File: src/rtl/mem_port_arbiter.sv
// ----------------------------------------------------------------------------
// mem_port_arbiter
//
// Shares one LINE_DW-wide data-memory port between the CPU system bus
// (CPU_DW-wide, byte-masked) and the GEMM accelerator (full lines). GEMM has
// priority. A starvation counter forces a CPU win once the CPU has been denied
// STARVE_MAX consecutive cycles. Read data returns one cycle after the grant
// and is steered to whichever requester issued the read.
//
// Ports
//   clk, rst                 clock (rising edge) / async active-low reset
//   cpu_en/rdwr/mask/addr    CPU request; cpu_addr[1:0] ignored
//   cpu_wr_data              CPU write word
//   cpu_stall                CPU request present but not granted this cycle
//   cpu_rd_valid/rd_data     CPU read return (selected lane of the line)
//   gemm_en/rdwr/addr        GEMM request; gemm_addr[3:0] ignored
//   gemm_wr_data             GEMM write line
//   gemm_gnt                 GEMM request accepted this cycle
//   gemm_rd_valid/rd_data    GEMM read return (full line)
//   mem_en/rdwr/addr         memory access, line-aligned address
//   mem_byte_en/wr_data      per-byte write enable / write line
//   mem_rd_data              read line, valid one cycle after a read
// ----------------------------------------------------------------------------
module mem_port_arbiter #(
    parameter int ADDR_W     = 32,
    parameter int CPU_DW     = 32,
    parameter int LINE_DW    = 128,
    parameter int STARVE_MAX = 8
) (
    input  logic                 clk,
    input  logic                 rst,
    input  logic                 cpu_en,
    input  logic                 cpu_rdwr,
    input  logic [CPU_DW/8-1:0]  cpu_mask,
    input  logic [ADDR_W-1:0]    cpu_addr,
    input  logic [CPU_DW-1:0]    cpu_wr_data,
    output logic                 cpu_stall,
    output logic                 cpu_rd_valid,
    output logic [CPU_DW-1:0]    cpu_rd_data,
    input  logic                 gemm_en,
    input  logic                 gemm_rdwr,
    input  logic [ADDR_W-1:0]    gemm_addr,
    input  logic [LINE_DW-1:0]   gemm_wr_data,
    output logic                 gemm_gnt,
    output logic                 gemm_rd_valid,
    output logic [LINE_DW-1:0]   gemm_rd_data,
    output logic                 mem_en,
    output logic                 mem_rdwr,
    output logic [ADDR_W-1:0]    mem_addr,
    output logic [LINE_DW/8-1:0] mem_byte_en,
    output logic [LINE_DW-1:0]   mem_wr_data,
    input  logic [LINE_DW-1:0]   mem_rd_data
);

    localparam int LANES     = LINE_DW / CPU_DW;
    localparam int LANE_W    = $clog2(LANES);
    localparam int BE_W      = LINE_DW / 8;
    localparam int CPU_BE_W  = CPU_DW / 8;
    localparam int OFF_W     = $clog2(BE_W);      // byte offset within a line
    localparam int CPU_OFF_W = $clog2(CPU_BE_W);  // byte offset within a word
    localparam int CNT_W     = $clog2(STARVE_MAX + 1);

    typedef enum logic {
        ARB_GEMM      = 1'b0,
        ARB_CPU_FORCE = 1'b1
    } arb_state_t;

    arb_state_t        r_state;
    logic [CNT_W-1:0]  r_starve_cnt;
    logic              r_cpu_rd_valid;
    logic              r_gemm_rd_valid;
    logic [LANE_W-1:0] r_rd_lane;

    logic              w_cpu_gnt;
    logic              w_gemm_gnt;
    logic              w_cpu_denied;
    logic [LANE_W-1:0] w_cpu_lane;
    logic [BE_W-1:0]   w_cpu_byte_en;
    logic              w_unused_addr_bits;

    // Sub-line address bits carry no information for a line-wide port.
    assign w_unused_addr_bits = ^{cpu_addr[CPU_OFF_W-1:0], gemm_addr[OFF_W-1:0]};

    // ------------------------------------------------------------------------
    // Grant: GEMM normally wins; once forced, the CPU wins.
    // ------------------------------------------------------------------------
    assign w_cpu_gnt    = (r_state == ARB_CPU_FORCE) ? cpu_en : (cpu_en & ~gemm_en);
    assign w_gemm_gnt   = gemm_en & ~w_cpu_gnt;
    assign w_cpu_denied = cpu_en & ~w_cpu_gnt;

    assign cpu_stall = w_cpu_denied;
    assign gemm_gnt  = w_gemm_gnt;

    // CPU word position inside the line, and its byte mask shifted onto it.
    assign w_cpu_lane    = cpu_addr[OFF_W-1:CPU_OFF_W];
    assign w_cpu_byte_en = BE_W'(cpu_mask) << {w_cpu_lane, {CPU_OFF_W{1'b0}}};

    // ------------------------------------------------------------------------
    // Memory drive for the granted requester only.
    // ------------------------------------------------------------------------
    always_comb begin
        // NOTE: every output gets a default first so no path leaves it
        // unassigned; otherwise synthesis would infer a latch.
        mem_en      = 1'b0;
        mem_rdwr    = 1'b0;
        mem_addr    = '0;
        mem_byte_en = '0;
        mem_wr_data = '0;
        if (w_cpu_gnt) begin
            mem_en      = 1'b1;
            mem_rdwr    = cpu_rdwr;
            mem_addr    = {cpu_addr[ADDR_W-1:OFF_W], {OFF_W{1'b0}}};
            mem_byte_en = cpu_rdwr ? w_cpu_byte_en : '0;
            mem_wr_data = {LANES{cpu_wr_data}};
        end else if (w_gemm_gnt) begin
            mem_en      = 1'b1;
            mem_rdwr    = gemm_rdwr;
            mem_addr    = {gemm_addr[ADDR_W-1:OFF_W], {OFF_W{1'b0}}};
            mem_byte_en = gemm_rdwr ? {BE_W{1'b1}} : '0;
            mem_wr_data = gemm_wr_data;
        end
    end

    // ------------------------------------------------------------------------
    // Arbitration state, starvation counter and read-return tag.
    // ------------------------------------------------------------------------
    // NOTE: only control state is reset; the data path has no storage of its
    // own, so nothing wide needs clearing.
    always_ff @(posedge clk or negedge rst) begin
        if (!rst) begin
            r_state         <= ARB_GEMM;
            r_starve_cnt    <= '0;
            r_cpu_rd_valid  <= 1'b0;
            r_gemm_rd_valid <= 1'b0;
            r_rd_lane       <= '0;
        end else begin
            // NOTE: non-blocking assignments so every register samples the
            // pre-edge values, independent of statement order.
            if (w_cpu_denied) begin
                if (r_starve_cnt != CNT_W'(STARVE_MAX))
                    r_starve_cnt <= r_starve_cnt + 1'b1;
            end else begin
                r_starve_cnt <= '0;
            end

            unique case (r_state)
                // Denial number STARVE_MAX forces the next cycle to the CPU.
                ARB_GEMM:
                    if (w_cpu_denied && r_starve_cnt == CNT_W'(STARVE_MAX - 1))
                        r_state <= ARB_CPU_FORCE;
                ARB_CPU_FORCE:
                    if (w_cpu_gnt || !cpu_en)
                        r_state <= ARB_GEMM;
                default:
                    r_state <= ARB_GEMM;
            endcase

            r_cpu_rd_valid  <= w_cpu_gnt & ~cpu_rdwr;
            r_gemm_rd_valid <= w_gemm_gnt & ~gemm_rdwr;
            if (w_cpu_gnt && !cpu_rdwr)
                r_rd_lane <= w_cpu_lane;
        end
    end

    assign cpu_rd_valid  = r_cpu_rd_valid;
    assign gemm_rd_valid = r_gemm_rd_valid;
    assign cpu_rd_data   = mem_rd_data[CPU_DW*r_rd_lane +: CPU_DW];
    assign gemm_rd_data  = mem_rd_data;

endmodule

File: config.mk
export PLATFORM = sky130hd
export DESIGN_NAME = mem_port_arbiter
export DESIGN_NICKNAME = d
export VERILOG_FILES = /design/src/rtl/mem_port_arbiter.sv
export SDC_FILE = /design/constraint.sdc
export NUM_CORES = 1
export LEC_CHECK = 0
export BUFFER_PORTS_ARGS = -buffer_cell sky130_fd_sc_hd__buf_4
export CORE_AREA = 5 5 273 275
export DETAILED_ROUTE_END_ITERATION = 8
export DIE_AREA = 0 0 278 280
export HOLD_SLACK_MARGIN = 0.08
export MAX_ROUTING_LAYER = met4
export PLACE_DENSITY_LB_ADDON = 0.1
export REMOVE_ABC_BUFFERS = 1
export SETUP_SLACK_MARGIN = 0.4
export SLEW_MARGIN = 15
export SYNTH_ARGS = -nofsm -noshare
export SYNTH_HDL_FRONTEND = slang
export SYNTH_SLANG_ARGS = --single-unit
File: constraint.sdc
create_clock -name clk -period 1.7 [get_ports clk]
set_input_delay 0.34 -clock clk [delete_from_list [all_inputs] [get_ports clk]]
set_output_delay 0.34 -clock clk [all_outputs]
set_load 0.02 [all_outputs]
[Yosys cells after proc, flatten, opt, wreduce, memory -nomap -nowiden]
Index checks and enable logic that the tools add are counted.
Word-level totals
  flip-flop bits (word level): 9
  input port bits: 362
Cells by class
  add/sub/neg operators: 1
  equality and inequality tests: 3
  shifts and indexed selects: 2
  muxes and demuxes: 18
  bitwise gates (word level): 10
  reduce and logical (&&, ||, !) cells: 5
Operator list (count)
  two-way mux 128 bit: 2
  variable part select 128 x 8 -> 32 bit: 1
  two-way mux 16 bit: 4
  two-way mux 32 bit: 2
  << shifter 4 x 4 -> 16 bit: 1
  two-way mux 4 bit: 2
  two-way mux 1 bit: 7
  bitwise AND 1 bit: 5
  NOT 1 bit: 5
  adder 4 x 1 -> 4 bit (second input constant): 1
  equality test 4 x 3 -> 1 bit (second input constant): 1
  != test 4 bit (second input constant): 1
  logical AND 1 bit: 2
  zero test 1 bit: 2
  != test 2 x 1 -> 1 bit (second input constant): 1
  case mux 1 bit (2 select lines): 1
  logical OR 1 bit: 1

[Depth between registers and ports, before layout]
  depth in word-level cells: 8
  depth in mapped cells: 7

[Worst setup path before layout]
OpenSTA, ideal clock, no wires.
  path type: flip-flop to output port
  start point: register r_state
  end point: output mem_addr[10]
  arrival: 1608 ps
  required time: 1360 ps
  setup slack: -248 ps
  stages on the path, launching flop included: 7
  buffers on the path: 3
  cell sequence: dfrtp_1 -> nand2b_1 -> buf_2 -> and2_1 -> buf_2 -> buf_2 -> o21ai_0
On the way
  longest elaborated chain between the ends: 5
RTL lines
  start, declared: line 68  | arb_state_t r_state;
  start signal, assigned: line 131  | r_state <= ARB_GEMM;
  start signal, assigned: line 150  | r_state <= ARB_CPU_FORCE;
  start signal, assigned: line 153  | r_state <= ARB_GEMM;
  two-way mux 1 bit (*): line 87  | assign w_cpu_gnt = (r_state == ARB_CPU_FORCE) ? cpu_en : (cpu_en & ~gemm_en);
  NOT 1 bit: line 88  | assign w_gemm_gnt = gemm_en & ~w_cpu_gnt;
  bitwise AND 1 bit: line 88
  two-way mux 32 bit: line 115  | end else if (w_gemm_gnt) begin
  two-way mux 32 bit (*): line 109  | if (w_cpu_gnt) begin
  end, declared: line 49  | output logic [ADDR_W-1:0] mem_addr,
Mark *: on every way between the ends. The rest lies on a longest branch, timed or not.

[Worst setup path after layout]
  start point: register r_state
  end point: output mem_wr_data[124]
On the way
  longest elaborated chain between the ends: 5
RTL lines
  two-way mux 1 bit (*): line 87
  NOT 1 bit: line 88
  bitwise AND 1 bit: line 88
  two-way mux 128 bit: line 115
  two-way mux 128 bit (*): line 109
  end, declared: line 51  | output logic [LINE_DW-1:0] mem_wr_data,
Marked as above.

==> results.md <==
- CTS root buffer: clkbuf_16
- Hold violation count in the final report: 0
- Flop-to-flop setup slack: 0.21 ns
- Max FO, Critical Path: 6
- Met2 usage: 23.4%
- Xor/xnor cell area share of the yosys netlist: 0.433%
- Net Sw Power: 2.43 mW
- Die Span X: 278 um
- Area occupied by multi-input gates: 2820 sq um
- FILL cells: 8270
- Crit path launch type: flop
- Global-route wire length before repair: 59900 um
- Power Dens Cells: 475 nW/um^2
- Most frequent cell after synthesis: buf_4
- Dominant cell type by area after synthesis: a22o_1
- Clk_lat worst skew: 0.24 ns
- Max-Cap Viols: 0
- Ys Warns: 0
- Design Area, Final: 11600 sq um
- Cell area after synthesis: 4040 sq um
- Mapped Avg Cell Area: 8.18 sq um
- Critical path, cell by cell: buf_6 > a21boi_4 > buf_12 > clkbuf_16 > clkbuf_16 > a22o_1 > buf_6
- Fraction of the mapped netlist area in adder cells: 0.619%
- Number of flops mapped to enable cells by yosys: 0
- Peak VDD IR: 0.000233 V
- Nets: 1462
- TritonCTS clock tree: built
- Int Power: 3.07 mW
- Hold Path Cell Cnt: 2
- Post-synth ARST share: 100%
- Clk_skew: 0.00429 ns
- Min-delay src: gemm_rdwr
- Mapped Cells: 494
- Max incr delay on CP: 0.38 ns
- Seq/Total Area, Yosys: 5.57%
- Top post-synthesis cells by area: a22o_1 28%, buf_4 25%, mux4_2 18%
- Largest family of logic cells by synthesized area: compound AO/OA/AOI/OAI gates
- Pins Over Slew Limit: 0
- Synth-to-layout area growth: 187%
- Tmin final: 2.02 ns
- Via-to-Cell Ratio: 3.23
- Reg area: 228 sq um
- Worst R2R Path Depth: 8
- Sw Ratio: 44.2%
- PortBufs: 693
- Placed instance area: 9700 sq um
- Die H: 280 um
- Worst hold margin: 0.306 ns
- Worst Path Required: 1.36 ns
- Worst reg2reg endpoint: gemm_rd_valid
- GR Layer Usage met3: 2.71%
- Share of power burned in registers: 4.5%
- Vias in the first global route: 7102
- Pwr Total: 5.51 mW
- Initial antenna violation count: 8
- Compound-gate portion of the synthesized area: 33.5%
- HP Class: in2reg
- Rows: 99
- Post-synth top area share: 27.7%
- Simple-gate share of the synthesized area: 9.84%
- Met1 usage: 10.2%
- GP Congestion: 0.859
- Clock buffer depth: 2
- Initial DRC count: 201
- Setup crit end kind: output pin
- Overall routing resource usage: 11.1%
- R2R Path Start: r_state
- Hold path endpoint: gemm_rd_valid
- Crit path DAT: 1.68 ns
- Leakage: 5.43 nW
- Post-synthesis mux area share: 18.6%
- Die area: 77800 sq um
- Detailed Place HPWL: 41300 um
- TritonRoute pass-1 iters: 4
- Post-Place Setup Slack: -0.594 ns
- Vias: 6652
- Yosys reg bits: 9
- Yosys cell types: 30
- Share of layout cells above drive strength 1: 78.0%
- Critical path class: reg2out
- GRT Max-Usage Layer: met2
- Top cells by count, synth: 132 x buf_4, 128 x a22o_1, 44 x o21ai_0
- Grt ovf: 0
- # IOs: 704
- # setup viols final: 206
- Period utilization: 119%
- # clock sinks: 9
- Largest net degree at the start of global routing: 34
- Post-route ant nets: 0
- Wire per inst: 23.5 um
- CP max stage cell: dfrtp_1
- Core footprint: 72100 sq um
- Routed wire length: 48400 um
- Primary FF master, synth: dfrtp_1
- Max Freq: 0.496 GHz
- Failing checks: negative setup slack
- Total CTS buffers: 3
- Starting density of the core: 5.61%
- Clock Pin Slew Worst Setup and Hold Paths: 0.04 ns
- Unrepaired setup endpoints after global routing: yes
- Remaining DRCs: 0
- Worst setup margin: -0.318 ns
- Combinational share of power: 87.7%
- Outcome: finished with violations
- H-Tree Depth: 1
- Clk pwr share: 7.8%
## worst max-delay path: cells and delay by family (launching register included)
family	cells	cell delay (ns)
buf+inv	5	0.76
flops	1	0.38
compound gates	2	0.29
## routing by layer
metal | wire (um) | share of wire (%)
met5 | 0 | 0
met2 | 28700 | 59
met4 | 590 | 1.2
met3 | 3490 | 7.2
met1 | 15600 | 32
## how the worst max path moves through the flow
| stage | from | to | slack [ns] |
|---|---|---|---|
| floorplan | r_state | mem_byte_en[0] | -5.79 |
| global placement | gemm_en | mem_addr[20] | -0.56 |
| detailed placement | gemm_en | mem_addr[20] | -0.59 |
| CTS | r_state | mem_wr_data[86] | -0.34 |
| global route | r_state | mem_wr_data[124] | -0.38 |
| finish | r_state | mem_wr_data[124] | -0.32 |
## state kept, by name, summed over array words and instances, names as in the netlist
name           count
r_starve_cnt       4
r_rd_lane          2
cpu_rd_valid       1
r_state            1
gemm_rd_valid      1
## cell families (layout without fill, tap and decap cells)
kind of cell / Yosys count / after routing
adder cells (fa/ha/maj): 2 / 2
flip-flops: 9 / 9
XOR/XNOR: 2 / 2
buffers and inverters: 186 / 786
AO/OA/AOI/OAI: 174 / 174
AND/OR/NAND/NOR: 85 / 85
multiplexers: 35 / 35
other: 1 / 7
## power groups by stage
stage          clock network [mW]  logic [mW]  registers [mW]
2_1_floorplan                   0        1.43           0.340
3_3_place_gp                    0        4.15           0.251
3_5_place_dp                    0        4.11           0.252
4_1_cts                     0.434        4.40           0.249
5_1_grt                     0.445        5.09           0.246
6_report                    0.430        4.83           0.245
## placed cells by master, fill, tap and decap left out, types with 13 or more instances in the layout
master / instances
a22o_1: 126
buf_12: 14
buf_4: 536
buf_6: 195
clkbuf_16: 15
mux4_2: 32
nand2_1: 36
nand3_1: 30
o21ai_1: 13
o21ai_2: 18
## final cells by class
type | instances | area share, %
tap | 959 | 10.4
sequential | 9 | 1.96
clock buffer | 4 | 0.680
antenna | 3 | 0.0648
multi-input combinational | 302 | 24.3
timing repair buffer | 779 | 62.6
inverter | 3 | 0.0972
## per-stage QoR
stage          std cells  utilization [%]  TNS (ns)
3_5_place_dp        2011             13.4    -36.28
4_1_cts             2033             14.7    -59.86
5_1_grt             2056             16.1    -65.94
3_3_place_gp        2011             13.4    -34.99
6_report            2059             16.1    -52.95
2_1_floorplan        314                -   -807.19
## what timing repair did
item	CTS	global route
setup endpoints to repair	211	212
gates resized for setup	153	169
endpoints found under the hold margin	9	0
pin swaps	31	44
buffers inserted	12	6
cloned	5	17
hold buffers	1	0
Note: power is estimated with default switching activity, not from simulation.
